===== src/rtl/pkt_writer_pkg.sv =====
// Shared types and constants for the packet capture writer and its register bank.
package pkt_writer_pkg;

    // Encoding matches control[1:0] as published by the register bank.
    typedef enum logic [1:0] {
        ST_IDLE    = 2'b00,
        ST_CAPTURE = 2'b01,
        ST_DONE    = 2'b10,
        ST_ERROR   = 2'b11
    } state_t;

    localparam int CTRL_START_BIT = 2;

    localparam int REG_CONTROL       = 0;
    localparam int REG_PKT_BEGIN     = 1;
    localparam int REG_PKT_END       = 2;
    localparam int REG_WRITE_ADDRESS = 3;

endpackage


===== src/rtl/pkt_writer_addr_gen.sv =====
// Write pointer for the capture buffer: increment, limit compare, optional ring wrap.
// PKT_WRITER_WRAP_EN selects ring-buffer mode; otherwise reaching the limit reports full.
module pkt_writer_addr_gen #(
    parameter int N = 32
) (
    input  logic         clk,
    input  logic         reset,
    input  logic         load,
    input  logic         advance,
    input  logic         sop_mark,
    input  logic [N-1:0] base_address,
    input  logic [N-1:0] limit_address,
    output logic [N-1:0] ptr_eff,
    output logic         full,
    output logic         overwrite
);
`ifdef PKT_WRITER_WRAP_EN
    localparam bit WRAP = 1'b1;
`else
    localparam bit WRAP = 1'b0;
`endif

    logic [N-1:0] pointer;
    logic [N-1:0] pkt_start;
    logic [N-1:0] ptr_inc;
    logic         wrap_hit;
    logic         wrapped_q;
    logic         ovw_q;
    logic         ovw_hit;

    assign ptr_inc  = pointer + N'(N / 8);
    assign wrap_hit = ptr_inc >= limit_address;
    // ptr_eff is the address a word accepted this cycle will be written to.
    assign ptr_eff  = !advance ? pointer : ((WRAP && wrap_hit) ? base_address : ptr_inc);
    assign full     = advance && wrap_hit && !WRAP;
    assign ovw_hit  = wrapped_q && advance && (pointer == pkt_start);
    assign overwrite = ovw_q || ovw_hit;

    always_ff @(posedge clk) begin
        if (reset) begin
            pointer   <= '0;
            pkt_start <= '0;
            wrapped_q <= 1'b0;
            ovw_q     <= 1'b0;
        end else if (load) begin
            pointer   <= base_address;
            pkt_start <= base_address;
            wrapped_q <= 1'b0;
            ovw_q     <= 1'b0;
        end else begin
            pointer <= ptr_eff;
            if (sop_mark) begin
                pkt_start <= ptr_eff;
                wrapped_q <= 1'b0;
                ovw_q     <= 1'b0;
            end else begin
                if (advance && wrap_hit && WRAP) wrapped_q <= 1'b1;
                if (ovw_hit) ovw_q <= 1'b1;
            end
        end
    end

endmodule


===== src/rtl/pkt_writer.sv =====
// Avalon-MM write master storing captured packet words into the SDRAM buffer.
// Optional ring-buffer mode via PKT_WRITER_WRAP_EN (see pkt_writer_addr_gen).
//
// state      | meaning
// -----------+------------------------------------------------------------
// ST_IDLE    | waiting for a start rising edge
// ST_CAPTURE | accepting stream words and writing them to SDRAM
// ST_DONE    | eop word committed; hold until start drops
// ST_ERROR   | bad limits, buffer full, overlong packet or ring overwrite
module pkt_writer
    import pkt_writer_pkg::*;
#(
    parameter int N             = 32,
    parameter int MAX_PKT_WORDS = 512
) (
    input  logic                                      clk,
    input  logic                                      reset,
    input  logic                                      start,
    input  logic [N-1:0]                              base_address,
    input  logic [N-1:0]                              limit_address,
    output logic [1:0]                                state,
    output logic [N-1:0]                              bytes_written,
    input  logic [N-1:0]                              in_data,
    input  logic                                      in_valid,
    input  logic                                      in_sop,
    input  logic                                      in_eop,
    input  logic [((N/8) > 1 ? $clog2(N/8) : 1)-1:0]  in_empty,
    output logic                                      in_ready,
    output logic [N-1:0]                              avm_address,
    output logic                                      avm_write,
    output logic [N-1:0]                              avm_writedata,
    output logic [N/8-1:0]                            avm_byteenable,
    input  logic                                      avm_waitrequest
);
    localparam int BYTES = N / 8;
    localparam int CW    = $clog2(MAX_PKT_WORDS + 1);
    localparam logic [BYTES-1:0] BE_ALL = '1;

    state_t          state_q, state_d;
    logic            start_q;
    logic            in_pkt;
    logic            avm_eop;
    logic [CW-1:0]   wcnt;
    logic [N-1:0]    ptr_eff;
    logic            full;
    logic            overwrite;
    logic            arm, complete, accept, keep, cnt_over;
    logic [BYTES-1:0] be_mask;

    function automatic logic [N-1:0] popcount(input logic [BYTES-1:0] v);
        logic [N-1:0] c;
        c = '0;
        for (int i = 0; i < BYTES; i++) c = c + N'(v[i]);
        return c;
    endfunction

    assign state    = state_q;
    assign complete = avm_write && !avm_waitrequest;
    assign in_ready = (state_q == ST_CAPTURE) && (!avm_write || !avm_waitrequest);
    assign accept   = in_valid && in_ready;
    // Words before the first sop are consumed but never written.
    assign keep     = accept && (in_sop || in_pkt);
    assign arm      = (state_q == ST_IDLE) && start && !start_q;
    assign cnt_over = keep && !in_sop && (wcnt == CW'(MAX_PKT_WORDS));
    assign be_mask  = BE_ALL >> in_empty;

    pkt_writer_addr_gen #(.N(N)) u_addr_gen (
        .clk           (clk),
        .reset         (reset),
        .load          (arm),
        .advance       (complete),
        .sop_mark      (keep && in_sop),
        .base_address  (base_address),
        .limit_address (limit_address),
        .ptr_eff       (ptr_eff),
        .full          (full),
        .overwrite     (overwrite)
    );

    always_ff @(posedge clk) begin
        if (reset) state_q <= ST_IDLE;
        else       state_q <= state_d;
    end

    always_comb begin
        state_d = state_q;
        unique case (state_q)
            ST_IDLE: begin
                if (arm) state_d = (limit_address <= base_address) ? ST_ERROR : ST_CAPTURE;
            end
            ST_CAPTURE: begin
                if (complete && avm_eop)                    state_d = overwrite ? ST_ERROR : ST_DONE;
                else if (complete && full)                  state_d = ST_ERROR;
                else if (!start && (!avm_write || complete)) state_d = ST_IDLE;
                else if (cnt_over)                          state_d = ST_ERROR;
            end
            ST_DONE, ST_ERROR: begin
                if (!start) state_d = ST_IDLE;
            end
            default: state_d = ST_IDLE;
        endcase
    end

    always_ff @(posedge clk) begin
        if (reset) begin
            start_q        <= 1'b0;
            in_pkt         <= 1'b0;
            wcnt           <= '0;
            bytes_written  <= '0;
            avm_write      <= 1'b0;
            avm_address    <= '0;
            avm_writedata  <= '0;
            avm_byteenable <= '0;
            avm_eop        <= 1'b0;
        end else begin
            start_q <= start;
            if (arm) begin
                bytes_written <= '0;
                in_pkt        <= 1'b0;
            end
            if (complete) begin
                bytes_written <= bytes_written + popcount(avm_byteenable);
                avm_write     <= 1'b0;
            end
            if (accept) begin
                if (in_sop) begin
                    in_pkt <= !in_eop;
                    wcnt   <= CW'(1);
                end else if (in_pkt) begin
                    in_pkt <= !in_eop;
                    wcnt   <= wcnt + 1'b1;
                end
            end
            if (keep && state_d == ST_CAPTURE) begin
                avm_write      <= 1'b1;
                avm_address    <= ptr_eff;
                avm_writedata  <= in_data;
                avm_byteenable <= in_eop ? be_mask : BE_ALL;
                avm_eop        <= in_eop;
            end
            // Leaving capture only happens with no write stalled, so this never breaks a hold.
            if (state_d != ST_CAPTURE) avm_write <= 1'b0;
        end
    end

endmodule


===== config.mk =====
export PLATFORM = sky130hd
export DESIGN_NAME = pkt_writer
export DESIGN_NICKNAME = d
export VERILOG_FILES = /design/src/rtl/pkt_writer_pkg.sv /design/src/rtl/pkt_writer_addr_gen.sv /design/src/rtl/pkt_writer.sv
export SDC_FILE = /design/constraint.sdc
export NUM_CORES = 1
export LEC_CHECK = 0
export ABC_CLOCK_PERIOD_IN_PS = 5100
export CAP_MARGIN = 25
export CORE_MARGIN = 5
export CORE_UTILIZATION = 52
export CTS_BUF_LIST = sky130_fd_sc_hd__clkbuf_8
export DETAILED_ROUTE_END_ITERATION = 6
export GPL_TIMING_DRIVEN = 1
export PLACE_DENSITY = 0.94
export SYNTH_ARGS = -nofsm -noshare
export SYNTH_HDL_FRONTEND = slang
export SYNTH_SLANG_ARGS = --single-unit

===== constraint.sdc =====
create_clock -name clk -period 5.1 [get_ports clk]
set_input_delay 1.02 -clock clk [delete_from_list [all_inputs] [get_ports clk]]
set_output_delay 1.02 -clock clk [all_outputs]
set_load 0.05 [all_outputs]

# Word-level counts from Yosys, hierarchy flattened
# Cells that the tools add are included.
[classes]
addsub = 6
mul = 0
n_div = 0
magnitude_cmp = 2
eq_ne = 6
n_shift = 1
muxes = 21
bitwise = 0
n_reduce_logical = 29
[ops]
columns = ["op", "count"]
rows = [
  ["32-bit two-way mux", 4],
  ["32-bit by 3-bit adder with 32-bit output, second input constant", 1],
  ["32-bit by 4-bit adder with 32-bit output", 1],
  ["32-bit >= comparator", 1],
  ["32-bit less-or-equal comparator", 1],
  ["10-bit two-way mux", 2],
  ["2-bit two-way mux", 7],
  ["1-bit logical AND", 13],
  ["10-bit by 1-bit adder with 10-bit output, second input constant", 1],
  ["10-bit == test, second input constant", 1],
  ["1-bit logical NOT", 6],
  ["1-bit two-way mux", 6],
  ["2-bit case mux with 3 select lines", 1],
  ["2-bit nonzero test", 3],
  ["3-bit by 1-bit adder with 4-bit output", 1],
  ["2-bit by 1-bit == test with 1-bit output, second input constant", 2],
  ["2-bit == test, second input constant", 2],
  ["4-bit two-way mux", 1],
  ["2-bit OR reduction", 2],
  ["4-bit by 2-bit right shift with 4-bit output, first input constant", 1],
  ["2-bit by 1-bit adder with 3-bit output", 1],
  ["1-bit logical OR", 3],
  ["1-bit by 1-bit adder with 2-bit output", 1],
  ["2-bit logical NOT", 1],
  ["other kinds (2)", 2],
]
[word_totals]
reg_bits = 148
latch_bits = 0
mem_bits_rw = 0
romBits = 0
inputBits = 105
output_inout_bits = 104
word_cells = 76
n_memories = 0

# Depth between registers and ports, before layout
[logic_depth]
word_depth = 15
depth_mapped = 18
depth_no_buf = 15

# Cells and area by module
# A second synthesis with hierarchy kept.
[unflattened]
cells_unflattened = 1141
area_unflattened_um2 = 9086.2
[modules_own_cells]
columns = ["mod", "instances", "cells_each", "area_per_inst_um2", "seq_area_each_um2"]
rows = [
  ["pkt_writer", 1, 733, 5962.0, 2322.2],
  ["pkt_writer_addr_gen", 1, 408, 3124.2, 640.6],
]

# Worst setup path after synthesis
# Ideal clock, no wire load.
[synth_timing]
kind = "reg2reg"
startpoint = "register u_addr_gen.pointer[13]"
endpoint = "register avm_address[10]"
setup_time_ns = 0.134
arrival_ns = 3.798
t_required_ns = 4.966
slack_ns = 1.168
path_stages_with_launch = 19
path_buffers = 3
period_less_slack_ns = 3.932
cell_sequence = "dfxtp_1 > and4_1 > nand3_1 > or2_2 > buf_2 > nor2_1 > nand3_1 > nor2_1 > xor2_1 > ha_1 > a21o_1 > a21o_1 > a221oi_1 > nand4_1 > o21a_1 > buf_6 > nor3_4 > buf_4 > a211oi_1"
[synth_via]
elab_chain_cells = 9
[synth_rtl]
columns = ["element", "line", "text"]
rows = [
  ["start: declaration", "pkt_writer_addr_gen.sv:23", "logic [N-1:0] pointer;"],
  ["start signal: assignment", "pkt_writer_addr_gen.sv:46", "pointer <= base_address;"],
  ["start signal: assignment", "pkt_writer_addr_gen.sv:51", "pointer <= ptr_eff;"],
  ["32-bit by 3-bit adder with 32-bit output", "pkt_writer_addr_gen.sv:31", "assign ptr_inc = pointer + N'(N / 8);"],
  ["32-bit >= comparator", "pkt_writer_addr_gen.sv:32", "assign wrap_hit = ptr_inc >= limit_address;"],
  ["1-bit logical AND", "pkt_writer_addr_gen.sv:35", "assign full = advance && wrap_hit && !WRAP;"],
  ["1-bit logical AND", "pkt_writer.sv:93", "else if (complete && full) state_d = ST_ERROR;"],
  ["2-bit two-way mux", "pkt_writer.sv:93", ""],
  ["2-bit two-way mux", "pkt_writer.sv:92", "if (complete && avm_eop) state_d = overwrite ? ST_ERROR : ST_DONE;"],
  ["2-bit case mux with 3 select lines", "pkt_writer.sv:87", "unique case (state_q)"],
  ["2-bit by 1-bit == test with 1-bit output", "pkt_writer.sv:134", "if (keep && state_d == ST_CAPTURE) begin"],
  ["1-bit logical AND", "pkt_writer.sv:134", ""],
  ["end signal: assignment", "pkt_writer.sv:136", "avm_address <= ptr_eff;"],
  ["end: declaration", "pkt_writer.sv:29", "output logic [N-1:0] avm_address,"],
]
# No other way between the ends.
# A chain may end at the register's enable or synchronous reset.

# Worst setup path in the final report
[layout_timing]
startpoint = "register u_addr_gen.pointer[13]"
endpoint = "register avm_address[2]"
# Same word-level chain as after synthesis.

==> flow_summary.rst <==
.. list-table::
   :header-rows: 1

   * - Metric
     - Value
   * - Ordered cell list for the critical path
     - and4_1 > nand3_1 > or2_2 > nor2_1 > nand3_1 > nor2_1 > xor2_1 > ha_1 > nand4_1 > nor4_2 > and4_1 > o41a_1 > o211a_4 > buf_12 > a31oi_1 > a211oi_1
   * - Routed Antenna Nets
     - 0
   * - Share of synthesized cell area in full adder, half adder and majority cells
     - 0.1043
   * - Most used flip-flop cell after synthesis
     - sky130_fd_sc_hd__dfxtp_1
   * - Via count normalized by instance count
     - 6.115
   * - Cell count after synthesis
     - 1,075
   * - Cell row count
     - 47
   * - Met2 WL post-DR
     - 12,840 µm
   * - Port Buf Inserts
     - 208
   * - Violation count after the first detailed-routing iteration
     - 681
   * - Internal Dissipation
     - 1.812 mW
   * - Routability congestion estimate
     - 0.9211
   * - Vias in the first global route
     - 8,899
   * - Sinks on the clock net
     - 148
   * - Yosys Warn Count
     - 0
   * - Data arrival at the endpoint of the critical path
     - 4990 ps
   * - P per Cell Area
     - 218.2 nW/µm²
   * - Total number of vias
     - 9,019
   * - Data required, critical path
     - 5450 ps
   * - Transition time at the pin with the least slew margin
     - 937.7 ps
   * - Wire length per cell
     - 18.48 µm
   * - Setup violation total in the final timing report
     - 0
   * - Combinational Power Share
     - 0.146
   * - Hold Violations, Final
     - 0
   * - Number of antenna violations at the first check in global routing
     - 0
   * - Layout cell share with drive strength beyond 1
     - 0.05418
   * - Maxcap violations
     - 0
   * - Setup slack at placement
     - 370.9 ps
   * - Net count reported at finish
     - 1,419
   * - Wire length of the first global-routing pass
     - 44,020 µm
   * - Switching share of power
     - 0.2746
   * - Simple-gate portion of the synthesized area
     - 0.2024
   * - Diodes inserted
     - 0
   * - CTS H-tree depth
     - 4
   * - TritonRoute pass-1 iters
     - 5
   * - Synthesized net count
     - 1,252
   * - Pins Over Slew Limit
     - 0
   * - Maximum number of pins on one net before global-route repair
     - 76
   * - FFs w/ async S/R, synth
     - 0
   * - Startpoint type of the worst setup path
     - flip-flop
   * - Cell type with the largest total area after synthesis
     - sky130_fd_sc_hd__dfxtp_1
   * - Combined buffer and inverter count along the critical path
     - 1
   * - TritonCTS clock tree
     - done
   * - Post-synthesis compound-gate area fraction
     - 0.2222
   * - Standby leakage power
     - 4.257 nW
   * - Worst path setup slack after routing
     - 460.0 ps
   * - TNS Setup
     - 0 ps
   * - Maximum achievable frequency
     - 215.5 MHz
   * - Xor and xnor fraction of the mapped netlist area
     - 0.05738
   * - Later-pin clock latency in the skew report
     - 450 ps
   * - Family with the most delay on the worst path
     - simple AND/OR/NAND/NOR gates
   * - Synth Register Bits
     - 148
   * - Initial standard-cell utilization of the core
     - 0.5320
   * - Min Tclk post-route
     - 4640 ps
   * - Area growth from synthesis to final layout
     - 29.35%
   * - Core outline area
     - 16,640 µm²
   * - Detailed route wirelength on metal3
     - 2303 µm
   * - Clk pin slew, worst setup/hold paths
     - 90 ps
   * - Fill cell total of the finished layout
     - 1,326
   * - Die Y
     - 140.5 µm
   * - Met1 Routed Length
     - 11,210 µm
   * - Clock Root Buffer
     - sky130_fd_sc_hd__clkbuf_8
   * - Largest cells by area after synthesis
     - sky130_fd_sc_hd__dfxtp_1 (33%), sky130_fd_sc_hd__ha_1 (9.8%), sky130_fd_sc_hd__a211oi_1 (5.5%)
   * - Share of power burned in the clock network
     - 0.368
   * - Total Routed Length
     - 27,250 µm
   * - Run status
     - completed
   * - Top layer used by detailed routing
     - met4
   * - Maximum net fanout on the critical path
     - 54
   * - Area share of the largest cell type after synthesis
     - 0.3347
   * - Max Root-Sink Buffers
     - 2
   * - Register share of total power
     - 0.486
   * - CP Capture Type
     - flip-flop
   * - Total die area
     - 19,740 µm²
   * - Grt ovf
     - 0
   * - Post-synthesis cell area
     - 8853 µm²
   * - DRC viols
     - 0
   * - Layout Skew
     - 13.75 ps
   * - Number of synthesized flops with an enable pin
     - 0
   * - Biggest cell delay along the critical path
     - 440 ps
   * - Switching pwr
     - 686.1 µW
   * - Share of the clock period used by the worst path after layout
     - 0.9098
   * - Syn_area_per_cell
     - 8.236 µm²
   * - RSZ-0062 raised after global routing
     - no
   * - Fraction of the yosys area taken by sequential cells
     - 0.3347
   * - Mux share of post-synthesis cell area
     - 0.008762
   * - Cts bufs inserted
     - 17
   * - Count leader, synth
     - sky130_fd_sc_hd__dfxtp_1
   * - Width of the chip
     - 140.5 µm
   * - Detailed placement HPWL
     - 19,770 µm
   * - Class of the tightest hold or removal check
     - flip-flop to flip-flop
   * - Slowest library cell on the worst path
     - sky130_fd_sc_hd__or2_2
   * - All-layer global routing usage
     - 0.2680
   * - Normalized max-slew margin
     - 0.3749
   * - Ranking of synthesized cells by instance count
     - sky130_fd_sc_hd__dfxtp_1 (148), sky130_fd_sc_hd__nor2_1 (88), sky130_fd_sc_hd__inv_1 (80)
   * - Main combinational cell family by area after synthesis
     - compound AO/OA/AOI/OAI gates
   * - Number of top-level pins
     - 209
   * - IR drop worst, VDD
     - 148.3 µV
   * - Synth unique cells
     - 61
   * - Type of the worst setup path
     - flip-flop to flip-flop
cell type report:
type	instances	area (µm²)	area share
Clock inverter	13	135.1	0.01180
Timing Repair Buffer	222	2210	0.1929
Clock buffer	19	261.5	0.02283
Multi-Input combinational cell	773	5308	0.4635
Tap cell	220	275.3	0.02404
Inverter	80	300.3	0.02622
Sequential cell	148	2963	0.2587
worst paths after layout:
check,from,end,slack [ps],cells after the start
max,u_addr_gen.pointer[13],avm_address[2],460,16
min reg2reg,avm_writedata[5],avm_writedata[5],470,2
max reg2reg,u_addr_gen.pointer[13],avm_address[2],460,16
min,avm_writedata[5],avm_writedata[5],470,2
sequential cells by signal (all words and copies together) (netlist names):
register and cells:
avm_address 32, avm_byteenable 4, avm_write 1, in_pkt 1
state 2, bytes_written 32, avm_eop 1, wcnt 10
avm_writedata 32, u_addr_gen.pointer 32, start_q 1
stage by stage:
stage	cell area (µm²)	hold slack (ps)	total power, mW	std cells	utilization
global placement	11040	453.6	1.584	1443	0.6635
floorplan	8853	449.7	1.436	1075	-
finish	11450	469.9	2.499	1475	0.6881
global route	11450	498.6	2.602	1475	0.6881
CTS	11440	472.1	2.508	1475	0.6873
detailed placement	11040	460.1	1.597	1443	0.6635
layer usage:
layer,GRT usage,vias up
met3,0.06374,69
met5,0,-
li1,-,4280
met2,0.4463,407
met4,0.1015,0
met1,0.3366,4263
power by group through the flow:
stage / Combinational [mW] / Clock (mW) / Sequential, mW
global route: 0.404 / 0.982 / 1.22
global placement: 0.347 / 0 / 1.24
detailed placement: 0.359 / 0 / 1.24
CTS: 0.362 / 0.934 / 1.21
floorplan: 0.204 / 0 / 1.23
finish: 0.365 / 0.920 / 1.21
worst register-to-register path, cell delays in order (launching register included):
cell and delay [ps]:
sky130_fd_sc_hd__dfxtp_1 420, sky130_fd_sc_hd__and4_1 280, sky130_fd_sc_hd__nand3_1 170, sky130_fd_sc_hd__or2_2 440, sky130_fd_sc_hd__nor2_1 240, sky130_fd_sc_hd__nand3_1 240
sky130_fd_sc_hd__nor2_1 190, sky130_fd_sc_hd__xor2_1 90, sky130_fd_sc_hd__ha_1 300, sky130_fd_sc_hd__nand4_1 150, sky130_fd_sc_hd__nor4_2 370, sky130_fd_sc_hd__and4_1 240
sky130_fd_sc_hd__o41a_1 350, sky130_fd_sc_hd__o211a_4 350, sky130_fd_sc_hd__buf_12 280, sky130_fd_sc_hd__a31oi_1 160, sky130_fd_sc_hd__a211oi_1 260
kinds of logic after synthesis:
kind of cell,after synthesis
flops,148
fa+ha+maj,72
buf+inv,154
xor+xnor,58
simple gates,343
compound gates,293
mux,7
placed cells by master, fill, tap and decap left out, drive strengths merged, types with 34 or more instances in the layout:
| cell type | instances |
|---|---|
| a211oi | 65 |
| xnor2 | 34 |
| dfxtp | 148 |
| a31oi | 38 |
| nand3 | 42 |
| nor2 | 88 |
| nand2 | 54 |
| o31ai | 41 |
| clkdlybuf4s50 | 207 |
| inv | 83 |
| ha | 69 |
| nand4 | 66 |
| a21oi | 74 |
timing repair:
item | CTS | global route
endpoints found under the setup margin | 0 | 46
gates resized for setup | 0 | 2
hold buffers | 0 | 0
setup buffers | 0 | 0
Power figures use the tool's default switching activity.
